### src/rtl/ghost_mode_sequencer_pkg.sv
// rtl/ghost_mode_sequencer_pkg.sv - shared mode encodings, scatter/chase schedule and direction codes
package ghost_mode_sequencer_pkg;

    typedef enum logic [1:0] {
        MODE_SCATTER = 2'd0,
        MODE_CHASE   = 2'd1,
        MODE_FRIGHT  = 2'd2
    } mode_t;

    // Direction codes shared with the ghost AI blocks.
    typedef enum logic [1:0] {
        DIR_UP    = 2'd0,
        DIR_LEFT  = 2'd1,
        DIR_DOWN  = 2'd2,
        DIR_RIGHT = 2'd3
    } dir_t;

    localparam logic [4:0] SCHED0 = 5'd7;
    localparam logic [4:0] SCHED1 = 5'd20;
    localparam logic [4:0] SCHED2 = 5'd7;
    localparam logic [4:0] SCHED3 = 5'd20;
    localparam logic [4:0] SCHED4 = 5'd5;
    localparam logic [4:0] SCHED5 = 5'd20;
    localparam logic [4:0] SCHED6 = 5'd5;

    localparam logic [2:0] LAST_PHASE = 3'd7;

    // Phase 7 never expires, so its length is unused.
    function automatic logic [4:0] schedSecs(input logic [2:0] idx);
        case (idx)
            3'd0:    schedSecs = SCHED0;
            3'd1:    schedSecs = SCHED1;
            3'd2:    schedSecs = SCHED2;
            3'd3:    schedSecs = SCHED3;
            3'd4:    schedSecs = SCHED4;
            3'd5:    schedSecs = SCHED5;
            3'd6:    schedSecs = SCHED6;
            default: schedSecs = 5'd0;
        endcase
    endfunction

endpackage

### src/rtl/ghost_mode_sequencer_sec_prescaler.sv
// rtl/ghost_mode_sequencer_sec_prescaler.sv - sec_prescaler: TICK_DIV clock divider producing a one-cycle secTick
module sec_prescaler #(
    parameter int TICK_DIV = 25_000_000
) (
    input  logic clk,
    input  logic reset,
    input  logic enable,
    input  logic hold,
    output logic secTick
);

    localparam int CW = (TICK_DIV > 1) ? $clog2(TICK_DIV) : 1;
    localparam logic [CW-1:0] LAST = CW'(TICK_DIV - 1);

    logic [CW-1:0] count;
    logic          run;

    assign run     = enable && !hold;
    assign secTick = run && (count == LAST);

    always_ff @(posedge clk) begin
        if (reset) begin
            count <= '0;
        end else if (run) begin
            count <= (count == LAST) ? '0 : count + 1'b1;
        end
    end

endmodule

### src/rtl/ghost_mode_sequencer.sv
// rtl/ghost_mode_sequencer.sv - scatter/chase scheduler with frightened overlay; optional GHOST_MODE_FREEZE_EN adds eat_freeze
module ghost_mode_sequencer
    import ghost_mode_sequencer_pkg::*;
#(
    parameter int TICK_DIV    = 25_000_000,
    parameter int FRIGHT_SECS = 6,
    parameter int FLASH_SECS  = 2
) (
    input  logic       clk,
    input  logic       reset,
    input  logic       enable,
    input  logic       pellet_eaten,
    input  logic       ghost_eaten,
`ifdef GHOST_MODE_FREEZE_EN
    input  logic       eat_freeze,
`endif
    output logic [1:0] mode,
    output logic [2:0] phase_idx,
    output logic       reverse_pulse,
    output logic       flash,
    output logic       eat_valid,
    output logic [1:0] eat_idx
);

    localparam logic [7:0] FRIGHT_LOAD = 8'(FRIGHT_SECS);
    localparam logic [7:0] FLASH_LIM   = 8'(FLASH_SECS);
    localparam logic       FLASH_AT_LOAD = (FRIGHT_LOAD <= FLASH_LIM);

    logic       secTick;
    logic       hold;
    mode_t      modeQ;
    mode_t      baseMode;
    logic [2:0] phaseIdx;
    logic [4:0] phaseRem;
    logic [7:0] frightRem;
    logic [7:0] frightDec;
    logic [1:0] combo;

`ifdef GHOST_MODE_FREEZE_EN
    assign hold = eat_freeze;
`else
    assign hold = 1'b0;
`endif

    sec_prescaler #(.TICK_DIV(TICK_DIV)) u_prescaler (
        .clk     (clk),
        .reset   (reset),
        .enable  (enable),
        .hold    (hold),
        .secTick (secTick)
    );

    assign frightDec = frightRem - 8'd1;

    always_ff @(posedge clk) begin
        if (reset) begin
            modeQ         <= MODE_SCATTER;
            baseMode      <= MODE_SCATTER;
            phaseIdx      <= 3'd0;
            phaseRem      <= SCHED0;
            frightRem     <= 8'd0;
            combo         <= 2'd0;
            reverse_pulse <= 1'b0;
            flash         <= 1'b0;
            eat_valid     <= 1'b0;
            eat_idx       <= 2'd0;
        end else begin
            reverse_pulse <= 1'b0;
            eat_valid     <= 1'b0;
            if (enable) begin
                // Scored before any pellet handling so a same-cycle pellet sees the old combo.
                if (ghost_eaten && modeQ == MODE_FRIGHT) begin
                    eat_valid <= 1'b1;
                    eat_idx   <= combo;
                    combo     <= (combo == 2'd3) ? 2'd3 : combo + 2'd1;
                end
                if (pellet_eaten) begin
                    if (modeQ != MODE_FRIGHT) begin
                        baseMode <= modeQ;
                    end
                    modeQ         <= MODE_FRIGHT;
                    frightRem     <= FRIGHT_LOAD;
                    combo         <= 2'd0;
                    reverse_pulse <= 1'b1;
                    flash         <= FLASH_AT_LOAD;
                end else if (modeQ == MODE_FRIGHT) begin
                    if (secTick) begin
                        if (frightRem == 8'd1) begin
                            modeQ     <= baseMode;
                            frightRem <= 8'd0;
                            flash     <= 1'b0;
                        end else begin
                            frightRem <= frightDec;
                            flash     <= (frightDec <= FLASH_LIM);
                        end
                    end
                end else if (secTick && phaseIdx != LAST_PHASE) begin
                    if (phaseRem == 5'd1) begin
                        phaseIdx      <= phaseIdx + 3'd1;
                        phaseRem      <= schedSecs(phaseIdx + 3'd1);
                        modeQ         <= (modeQ == MODE_SCATTER) ? MODE_CHASE : MODE_SCATTER;
                        reverse_pulse <= 1'b1;
                    end else begin
                        phaseRem <= phaseRem - 5'd1;
                    end
                end
            end
        end
    end

    assign mode      = modeQ;
    assign phase_idx = phaseIdx;

endmodule

### config.mk
export PLATFORM = sky130hd
export DESIGN_NAME = ghost_mode_sequencer
export DESIGN_NICKNAME = d
export VERILOG_FILES = /design/src/rtl/ghost_mode_sequencer_pkg.sv /design/src/rtl/ghost_mode_sequencer_sec_prescaler.sv /design/src/rtl/ghost_mode_sequencer.sv
export SDC_FILE = /design/constraint.sdc
export NUM_CORES = 1
export LEC_CHECK = 0
export CORE_UTILIZATION = 30
export CTS_CLUSTER_SIZE = 30
export DETAILED_ROUTE_END_ITERATION = 7
export GPL_TIMING_DRIVEN = 0
export HOLD_SLACK_MARGIN = 0.12
export SLEW_MARGIN = 30
export SYNTH_ARGS = -nofsm -noshare
export SYNTH_HDL_FRONTEND = slang
export SYNTH_SLANG_ARGS = --single-unit
### constraint.sdc
create_clock -name clk -period 3 [get_ports clk]
set_input_delay 0.3 -clock clk [delete_from_list [all_inputs] [get_ports clk]]
set_output_delay 0.3 -clock clk [all_outputs]
set_load 0.02 [all_outputs]
==> out/results.tsv, run 1 <==
stage	metric	value	unit
clock_network	Max Root-Sink Buffers	2	
global_route	initial antenna violation count	0	
floorplanning	Initial Util	0.307	
final_layout	Fill cells	918	
power	Sw Ratio	0.237	
synthesis	Post-Syn Nets	331	
critical_path	CP max stage cell	nor4_1	
job	Max Cap Viol	0	
power	Pwr Density	416	mW/mm^2
clock_network	post-CTS setup buffer count	0	
clock_network	H-tree Lvls	2	
final_layout	share of cells above drive strength 1	0.0564	
global_route	first-pass GRT wire length	10000	um
clock_network	worst-skew pair later-pin latency	0.31	ns
synthesis	Synth area leaders	dfxtp_1 (39%), xor2_1 (6.9%), nor2_1 (6.3%)	
place	DP Wirelength	4230	um
timing	Max Clock Freq	0.435	GHz
drt	via/cell ratio	5.11	
place	Placed Cells incl. Taps	437	
critical_path	WS Path Type	reg2reg	
floorplanning	core region area	0.00868	mm^2
clock_network	post-CTS sizing	0	
synthesis	FFs w/ async S/R, synth	0	
place	placed inst area	0.00295	mm^2
global_route	Total GRT Usage	0.139	
synthesis	area leader, netlist	dfxtp_1	
synthesis	Synthesis Warnings	0	
place	port bufs	13	
power	Internal	0.970	mW
synthesis	ys flop type	dfxtp_1	
timing	Final Skew	0.00531	ns
critical_path	Crit path max-delay family	simple AND/OR/NAND/NOR gates	
clock_network	CTS Root Cell	clkbuf_8	
clock_network	CTS tree	done	
place	Final GP Congestion	0.807	
global_route	grt total ovfl	0	
drt	vias	2273	
floorplanning	die footprint	0.00927	mm^2
final_layout	most frequent cells in the layout	dfxtp_1 (52), nor2_1 (45), nand2_1 (29)	
final_layout	antenna fix cells	0	
power	Peak VDD IR	0.161	mV
power	sequential power share	0.553	
final_layout	final core utilization	0.352	
clock_network	hold_buf cts	0	
synthesis	post-synth top area share	0.390	
timing	Final Max Tran Viols	0	
critical_path	delay of the slowest critical-path stage	0.59	ns
drt	drt wl/cell	13.1	um
clock_network	number of buffers created by CTS	5	
floorplanning	Die Wd	96.3	um
timing	final hold vios	0	
critical_path	crit-path max FO	7	
synthesis	Seq/Total Area, Yosys	0.390	
final_layout	Nets	351	
global_route	vias in the first global route	2191	
critical_path	CP required	3.20	ns
timing	crit share post-route	0.767	
synthesis	syn avg cell area	8.44	um^2
drt	drt pass-1 iters	4	
critical_path	Worst setup EP type	register	
synthesis	flop and latch count out of synthesis	52	
final_layout	Synth-to-Final Area Change	14.6	%
critical_path	CP cell instances	ha_1 -> ha_1 -> or2_2 -> clkbuf_1 -> nor4_1 -> mux2i_1 -> nand2_1	
floorplanning	I/O pin count	15	
drt	Detailed Route Iter0 Violations	78	
clock_network	clk slew on worst S/H paths	0.10	ns
timing	final setup violation count	0	
power	logic gate share of total power	0.059	
critical_path	CP Buf/Inv Count	1	
final_layout	Finished Layout Cells	445	
floorplanning	Die Ht	96.3	um
synthesis	Post-synth EDFFs	0	
critical_path	Critical Path Most Common Cell	ha_1	
drt	final WL	5830	um
drt	drt drc	0	
floorplanning	Core Rows	34	
critical_path	Critical Path AT	2.50	ns
synthesis	Mapped Area	0.00267	mm^2
global_route	largest net degree at the start of global routing	17	
critical_path	startpoint types	register	
run_status	outcome	completed	
power	switching pwr	0.301	mW
drt	Final ANT Viol Nets	0	
synthesis	Syn Inst Count	316	
power	Clock Power Share	0.388	
timing	min Tclk post-route	2.30	ns
synthesis	Yosys cell types	51	
final_layout	commonest non-fill, non-tap cell in the layout	dfxtp_1	
timing	RSZ-0062 raised after global routing	no	
timing	Final TNS setup	0	ns
timing	Max-Slew Margin vs Limit	0.425	
hold_path	Worst Hold Class	in2reg	
clock_network	CTS sink count	52	
timing	slew of the pin with the lowest slew margin	0.860	ns
final_layout	finished layout cell area	0.00306	mm^2
power	leakage	1.08	nW
## worst register-to-register path, delay by kind of cell (launching register included)
family                   cells  cell delay [ns]
buffers and inverters        1             0.18
multiplexers                 1             0.26
flip-flops                   1             0.38
AND/OR/NAND/NOR              3             0.94
adder cells (fa/ha/maj)      2             0.43
## layer usage
layer / routed length (um) / up-vias / global-route usage
li1: - / 1148 / -
met1: 2820 / 1080 / 0.177
met2: 2690 / 36 / 0.235
met3: 226 / 9 / 0.0245
met4: 94 / 0 / 0.0466
met5: 0 / - / 0
## logic make-up (layout without fill, tap and decap cells)
kind of cell	after synthesis	count (layout)	synth area share
and+or+nand+nor	150	150	0.297
DFF	52	52	0.390
AOI/OAI and AO/OA	40	40	0.101
xor gates and xnor gates	28	28	0.0919
buffers and inverters	27	48	0.0385
adders and majority gates	10	10	0.0469
muxes	9	9	0.0338
## area by class of cell
| cell class | instances | area, um^2 | area share |
|---|---|---|---|
| Multi-Input combinational cell | 237 | 1540 | 0.503 |
| Sequential cell | 52 | 1040 | 0.341 |
| Tap cell | 108 | 135 | 0.0442 |
| Timing Repair Buffer | 13 | 130 | 0.0426 |
| Clock buffer | 5 | 68.8 | 0.0225 |
| Inverter | 15 | 56.3 | 0.0184 |
| Buffer | 12 | 46.3 | 0.0151 |
| Clock inverter | 3 | 42.5 | 0.0139 |
## stage by stage
stage / setup slack (ns) / total power [mW] / hold WS [ns]
after floorplan: 0.914 / 0.768 / 0.432
after CTS: 0.673 / 1.28 / 0.371
final: 0.699 / 1.27 / 0.378
after global routing: 0.487 / 1.32 / 0.415
after detailed placement: 0.461 / 0.794 / 0.455
after global placement: 0.316 / 0.794 / 0.445
## Yosys cell counts (2+ instances only)
library cell / instances
mux2i_1: 9
o31ai_1: 2
nor3_1: 6
xor2_1: 21
clkbuf_1: 11
and2_1: 3
and3b_1: 2
nor4_1: 10
and3_1: 7
or4_1: 2
o21ai_0: 8
nand2_1: 29
a311oi_1: 2
nor2_1: 45
a31oi_1: 3
a21oi_1: 8
nand2b_1: 3
nor2b_1: 5
nor3b_1: 2
a211o_1: 2
nand4_1: 10
o211ai_1: 3
inv_1: 15
ha_1: 10
xnor2_1: 7
dfxtp_1: 52
nand3_1: 12
o21a_1: 3
a211oi_1: 2
## registers in the layout, summed over array words and instances (netlist names), 2 cells and up
signal	cells
phaseRem	5
eat_idx	2
u_prescaler.count	25
mode	2
phase_idx	3
baseMode	2
frightRem	8
combo	2
## power groups by stage
| stage | clock network [mW] | registers, mW | logic (mW) |
|---|---|---|---|
| 2_1_floorplan | 0 | 0.720 | 0.0484 |
| 4_1_cts | 0.505 | 0.703 | 0.0756 |
| 5_1_grt | 0.532 | 0.705 | 0.0849 |
| 3_5_place_dp | 0 | 0.719 | 0.0751 |
| 3_3_place_gp | 0 | 0.719 | 0.0751 |
| 6_report | 0.494 | 0.703 | 0.0750 |
## worst paths after layout
path | from | slack [ns] | endpoint | cells past startpoint
hold reg to reg | baseMode[1] | 0.47 | baseMode[1] | 2
hold / removal | reset | 0.38 | combo[0] | 2
setup reg to reg | phase_idx[0] | 0.70 | phaseRem[2] | 7
setup / recovery | phase_idx[0] | 0.70 | phaseRem[2] | 7
No activity file was read; power rests on OpenSTA's default activity.
==> run 2, diff against run 1 <==
Clock period 3 ns to 2.4 ns, I/O delays scaled along.
==> run 2 against run 1 <==
Count of clock-buffer cells in the layout unchanged. Power up 25%. Design area up 0.74%. Maximum frequency up 4.8%. Non-clock buffer count unchanged. Critical path depth unchanged.
==> out/results.tsv, run 2 (synthesis results as in run 1) <==
stage	metric	value	unit	change
critical_path	Critical Path Start	phase_idx[0]		unchanged
final_layout	max reg flops	25		unchanged
clock_network	post-CTS setup buffer count	0		unchanged
final_layout	antenna fix cells	0		unchanged
critical_path	R2R cell count	7		unchanged
floorplanning	I/O pin count	15		unchanged
clock_network	number of buffers created by CTS	5		unchanged
clock_network	Max Root-Sink Buffers	2		unchanged
floorplanning	die footprint	0.00927	mm^2	unchanged
critical_path	delay of the slowest critical-path stage	0.49	ns	was 0.59 ns
critical_path	origin of the critical flop-to-flop path	phase_idx[0]		unchanged
clock_network	hold_buf cts	0		unchanged
clock_network	CTS sink count	52		unchanged
timing	min Tclk post-route	2.20	ns	was 2.30 ns
floorplanning	Initial Util	0.307		unchanged
place	pre-CTS setup slack	-0.0791	ns	was 0.461 ns
critical_path	crit path capture	phase_idx[1]		was phaseRem[2]
floorplanning	Core Rows	34		unchanged
clock_network	H-tree Lvls	2		unchanged
drt	Final ANT Viol Nets	0		unchanged
floorplanning	Die Ht	96.3	um	unchanged
timing	slew of the pin with the lowest slew margin	0.797	ns	was 0.860 ns
timing	RSZ-0062 raised after global routing	no		unchanged
clock_network	clk slew on worst S/H paths	0.10	ns	about the same
timing	Final Skew	0.00576	ns	was 0.00531 ns
critical_path	startpoint types	register		unchanged
timing	crit share post-route	0.915		was 0.767
timing	final setup violation count	0		unchanged
global_route	Total GRT Usage	0.139		unchanged
power	Peak VDD IR	0.202	mV	was 0.161 mV
drt	vias	2260		was 2273
clock_network	worst-skew pair later-pin latency	0.31	ns	about the same
floorplanning	core region area	0.00868	mm^2	unchanged
drt	via/cell ratio	5.08		was 5.11
drt	final WL	5890	um	was 5830 um
final_layout	most frequent cells in the layout	dfxtp_1 (52), nor2_1 (45), nand2_1 (29)		unchanged
global_route	largest net degree at the start of global routing	17		unchanged
place	DP Wirelength	4230	um	unchanged
final_layout	final core utilization	0.355		was 0.352
final_layout	commonest non-fill, non-tap cell in the layout	dfxtp_1		unchanged
power	leakage	1.09	nW	was 1.08 nW
drt	Detailed Route Iter0 Violations	78		unchanged
critical_path	CP required	2.59	ns	was 3.20 ns
drt	drt wl/cell	13.2	um	was 13.1 um
timing	Final Max Tran Viols	0		unchanged
drt	drt drc	0		unchanged
timing	Max Clock Freq	0.456	GHz	was 0.435 GHz
power	sequential power share	0.551		was 0.553
critical_path	Critical Path AT	2.38	ns	was 2.50 ns
timing	final hold vios	0		unchanged
final_layout	share of cells above drive strength 1	0.0682		was 0.0564
power	switching pwr	0.381	mW	was 0.301 mW
floorplanning	Die Wd	96.3	um	unchanged
global_route	vias in the first global route	2191		unchanged
critical_path	CP cell instances	ha_1 -> ha_1 -> or2_2 -> clkbuf_1 -> nor4_2 -> mux2i_1 -> nor2_1		was ha_1 -> ha_1 -> or2_2 -> clkbuf_1 -> nor4_1 -> mux2i_1 -> nand2_1
critical_path	CP max stage cell	nor4_2		was nor4_1
final_layout	Synth-to-Final Area Change	15.4	%	was 14.6%
clock_network	CTS Root Cell	clkbuf_8		unchanged
final_layout	Largest Register	u_prescaler.count		unchanged
global_route	first-pass GRT wire length	10000	um	unchanged
timing	PnR worst setup slack	0.205	ns	was 0.699 ns
global_route	grt total ovfl	0		unchanged
timing	Max-Slew Margin vs Limit	0.464		was 0.425
critical_path	Crit path max-delay family	simple AND/OR/NAND/NOR gates		unchanged
critical_path	crit-path max FO	7		unchanged
power	logic gate share of total power	0.060		was 0.059
clock_network	post-CTS sizing	0		unchanged
critical_path	Critical Path Most Common Cell	ha_1		unchanged
place	Final GP Congestion	0.807		unchanged
power	Sw Ratio	0.239		was 0.237
critical_path	flop-to-flop setup slack	0.20	ns	was 0.70 ns
power	Pwr Density	518	mW/mm^2	was 416 mW/mm^2
critical_path	CP Buf/Inv Count	1		unchanged
hold_path	Worst Hold Class	in2reg		unchanged
power	Internal	1.21	mW	was 0.970 mW
critical_path	Worst setup EP type	register		unchanged
critical_path	WS Path Type	reg2reg		unchanged
drt	drt pass-1 iters	4		unchanged
critical_path	Worst R2R End	phase_idx[1]		was phaseRem[2]
clock_network	CTS tree	done		unchanged
critical_path	Critical Path Stages	7		unchanged
power	Clock Power Share	0.389		was 0.388
place	port bufs	13		unchanged
global_route	initial antenna violation count	0		unchanged
final_layout	Nets	351		unchanged
final_layout	Largest regs	u_prescaler.count: 25 flops, frightRem: 8 flops, phaseRem: 5 flops		unchanged
run_status	outcome	completed		unchanged
job	Max Cap Viol	0		unchanged
==> run 2: cell count changes in the layout (fill, tap and decap cells not counted) <==
cell,change
nor4_2,+1
clkbuf_2,+2
nor4b_4,+1
nor3_2,+1
clkbuf_1,-2
nor4_1,-1
nor4b_2,-1
nor3_1,-1
==> run 2: power by group through the flow <==
| stage | clock (mW) | sequential, mW | combinational (mW) |
|---|---|---|---|
| 2_1_floorplan | 0 | 0.900 | 0.0605 |
| 4_1_cts | 0.631 | 0.879 | 0.0945 |
| 6_report | 0.620 | 0.879 | 0.0951 |
| 5_1_grt | 0.664 | 0.881 | 0.107 |
| 3_5_place_dp | 0 | 0.899 | 0.0939 |
| 3_3_place_gp | 0 | 0.899 | 0.0939 |
==> run 2: worst min path at each step <==
stage,start,to,slack [ns],cells after the start
CTS,reset,combo[0],0.31,2
global placement,eat_idx[1],eat_idx[1],0.45,2
floorplan,ghost_eaten,eat_valid,0.43,2
detailed placement,baseMode[1],baseMode[1],0.46,2
finish,reset,combo[0],0.32,2
global route,reset,combo[0],0.36,2
==> run 2: worst register-to-register path, delay by kind of cell (launching register included) <==
family,cells,cell delay [ns]
simple gates,3,0.83
fa+ha+maj,2,0.43
flops,1,0.38
mux,1,0.24
buf+inv,1,0.19
==> run 2: layer usage <==
layer | vias to the layer above | routed length (um) | track usage
li1 | 1147 | - | -
met1 | 1070 | 2870 | 0.177
met2 | 34 | 2740 | 0.235
met3 | 9 | 192 | 0.0245
met4 | 0 | 93 | 0.0466
met5 | - | 0 | 0
==> run 2: metrics by stage <==
step	std cells	setup TNS (ns)	area [um^2]	total power [mW]	hold WS [ns]
2_1_floorplan	316	0	2670	0.961	0.428
3_3_place_gp	437	-2.37	2930	0.993	0.445
3_5_place_dp	437	-1.05	2950	0.993	0.455
4_1_cts	445	0	3060	1.60	0.311
5_1_grt	445	0	3080	1.65	0.355
6_report	445	0	3080	1.59	0.317
==> run 2: cell type report <==
| class | count | area, um^2 |
|---|---|---|
| clock inverters | 3 | 42.5 |
| flip-flops and latches | 52 | 1040 |
| inverters | 15 | 56.3 |
| multi-input cells | 237 | 1560 |
| repair buffers | 13 | 130 |
| fillers | 916 | 5600 |
| clock buffers | 5 | 68.8 |
| well taps | 108 | 135 |
| plain buffers | 12 | 48.8 |
==> RTL change, RTL diff (flow settings as in run 2) <==
Register the inputs `enable`, `pellet_eaten` and `ghost_eaten` before use. The logic sees them one clock later.
--- a/src/rtl/ghost_mode_sequencer.sv
+++ b/src/rtl/ghost_mode_sequencer.sv
@@ -28,2 +28,12 @@
 
+    logic enable_q;
+    logic pellet_eaten_q;
+    logic ghost_eaten_q;
+
+    always_ff @(posedge clk) begin
+        enable_q       <= enable;
+        pellet_eaten_q <= pellet_eaten;
+        ghost_eaten_q  <= ghost_eaten;
+    end
+
     logic       secTick;
@@ -47,3 +57,3 @@
         .reset   (reset),
-        .enable  (enable),
+        .enable  (enable_q),
         .hold    (hold),
@@ -69,5 +79,5 @@
             eat_valid     <= 1'b0;
-            if (enable) begin
+            if (enable_q) begin
                 // Scored before any pellet handling so a same-cycle pellet sees the old combo.
-                if (ghost_eaten && modeQ == MODE_FRIGHT) begin
+                if (ghost_eaten_q && modeQ == MODE_FRIGHT) begin
                     eat_valid <= 1'b1;
@@ -76,3 +86,3 @@
                 end
-                if (pellet_eaten) begin
+                if (pellet_eaten_q) begin
                     if (modeQ != MODE_FRIGHT) begin
Function: changed (a bounded check fails within 4 cycles, from zero or initial values and one cycle with reset high).
==> RTL change against run 2 <==
- fmax down 1.7%
- final area up 1.5%
- wire length up 1.3%
- combinational power down 2%
- area after synthesis up 2.3%
- non-clock buffer count unchanged
- sequential power up 6.4%
- total power down 0.59%
- worst setup slack worse by 0.038 ns
- sequential cell count up 3
- via count unchanged
==> RTL change: results (changes against run 2) <==
[synthesis]
synth_commonest_cells = sky130_fd_sc_hd__dfxtp_1, sky130_fd_sc_hd__nor2_1, sky130_fd_sc_hd__nand2_1
yosys.area_share.adder = 0.0459  ; -0.00103
synth-compound-area-share = 0.0991  ; -0.00223
ys_warn_count = 0  ; unchanged
synth_top_family_by_area = simple AND/OR/NAND/NOR gates
post_synth_xor_area_fraction = 0.0899  ; -0.00202
synth.yosys.seq_area_share = 0.404  ; +0.0134
mux_share_of_post_synthesis_cell_area = 0.0330  ; -0.000744
post_synth_main_area_contributors = sky130_fd_sc_hd__dfxtp_1, sky130_fd_sc_hd__xor2_1, sky130_fd_sc_hd__nor2_1
postSynthNetCount = 334  ; +0.91%
ys_types = 51  ; unchanged
edff_count_synth = 0  ; unchanged
async_reset_ff_frac = 0  ; unchanged

[worst_setup_path]
worstRegToRegCells = 7  ; unchanged
critical_path_peak_fanout = 7  ; unchanged
worst_path_dominant_cell_family = simple AND/OR/NAND/NOR gates
arrival_time_worst_endpoint_ns = 2.43  ; +0.05 ns
critPathSlowestCell = sky130_fd_sc_hd__nor4_2
critical_path.max_stage_delay_ns = 0.52  ; +0.03 ns

[clock_network]
clock_tree.htree_level_count = 2  ; unchanged
clk_pin_slew_ns = 0.10  ; about the same
postCtsSetupRepairBufs = 0  ; unchanged
clockBufferDepth = 2  ; unchanged
tritoncts.num_buffers = 5  ; unchanged
clock_insertion_delay_worst_skew_ns = 0.31  ; about the same
cts_root_buffer = sky130_fd_sc_hd__clkbuf_8

[final_layout]
finalNetCount = 354  ; +0.85%
largest_register_ffs = 25  ; unchanged
antenna_cells_inserted = 0  ; unchanged
ratio_of_cells_with_drive_above_1_in_the_final_layout = 0.0676  ; -0.000602
biggestRegsByFlops = u_prescaler.count: 25 flops, frightRem: 8 flops, phaseRem: 5 flops

[pwr]
irDropWorstVdd_uv = 251  ; +24%
power.static_leakage_nw = 1.10  ; +1.7%

[routing]
wire_per_inst_um = 13.3  ; +0.60%
drt-initial-drc-count = 92  ; +18%
antenna_left = 0  ; unchanged
routed_via_density = 5.04  ; -0.67%
drtPass1Iterations = 4  ; unchanged

[global_routing]
grt_start_max_net_pins = 18  ; +1
globalRouteTotalUtil = 0.128  ; -0.0103
initial_antenna_violation_count = 0  ; unchanged
grt_pass1_wl_um = 10100  ; +1.3%
first_global_vias = 2204  ; +0.59%

[timing]
fin_worst_skew_ns = 0.00529  ; -0.000470 ns
timing_hold_violations_final = 0  ; unchanged
report.final.slew_viol_count = 0  ; unchanged
max_slew_margin = 0.424  ; -0.0403

[place]
replace_congestion = 0.862  ; +6.9%
io_buffers = 13  ; unchanged
dp_hpwl_um = 4280  ; +1.1%

[worst_hold_path]
timing.hold.worst_path_depth = 2  ; unchanged
hold_class = in -> reg

[run_status]
status = completed

[RTL change: cell count changes in the layout (fill, tap and decap cells not counted)]
cell                        change
sky130_fd_sc_hd__clkinv_4       +1
sky130_fd_sc_hd__clkinv_2       -1
sky130_fd_sc_hd__bufinv_16      -1
sky130_fd_sc_hd__clkbuf_8       +1
sky130_fd_sc_hd__dfxtp_1        +3
[RTL change: kinds of logic after synthesis]
| group | Yosys count |
|---|---|
| compound gates | 40 |
| simple gates | 150 |
| mux | 9 |
| fa+ha+maj | 10 |
| flops | 55 |
| xor+xnor | 28 |
| buf+inv | 27 |
[RTL change: layer usage]
metal / track usage / wire length (µm) / up-vias
li1: - / - / 1154
met1: 0.177 / 3000 / 1065
met2: 0.204 / 2680 / 37
met3: 0.0266 / 246 / 4
met4: 0.0339 / 38 / 0
met5: 0 / 0 / -
[RTL change: timing repair]
| action | in CTS | in global routing |
|---|---|---|
| gates resized for setup | 0 | 7 |
| endpoints found under the hold margin | 0 | 0 |
| setup endpoints to repair | 0 | 30 |
[RTL change: power breakdown]
part	internal, mW	leakage (nW)	switching (mW)
combinational	0.0335	0.611	0.0598
clock	0.237	0.0474	0.320
sequential	0.923	0.445	0.0121
total	1.19	1.10	0.392
[RTL change: layout make-up]
| cell class | count | area [µm²] |
|---|---|---|
| clock inverters | 2 | 16.3 |
| fillers | 906 | 5640 |
| inverters | 15 | 56.3 |
| well taps | 108 | 135 |
| plain buffers | 12 | 48.8 |
| multi-input cells | 237 | 1560 |
| repair buffers | 13 | 130 |
| flip-flops and latches | 55 | 1100 |
| clock buffers | 6 | 82.6 |
[RTL change: stage by stage]
step	setup slack [ns]	instance area, µm²	setup TNS (ns)	std cells
final	0.167	3130	0	448
after global routing	-0.00801	3130	-0.00801	448
after CTS	0.0964	3100	0	448
after detailed placement	0.0935	3010	0	440
after global placement	0.0111	2990	0	440
after floorplan	0.314	2730	0	319
[RTL change: final timing paths]
| path | from | end | slack, ns |
|---|---|---|---|
| min | reset | combo[0] | 0.30 |
| min reg2reg | eat_idx[0] | eat_idx[0] | 0.46 |
| max reg2reg | phase_idx[0] | phase_idx[2] | 0.17 |
| max | phase_idx[0] | phase_idx[2] | 0.17 |
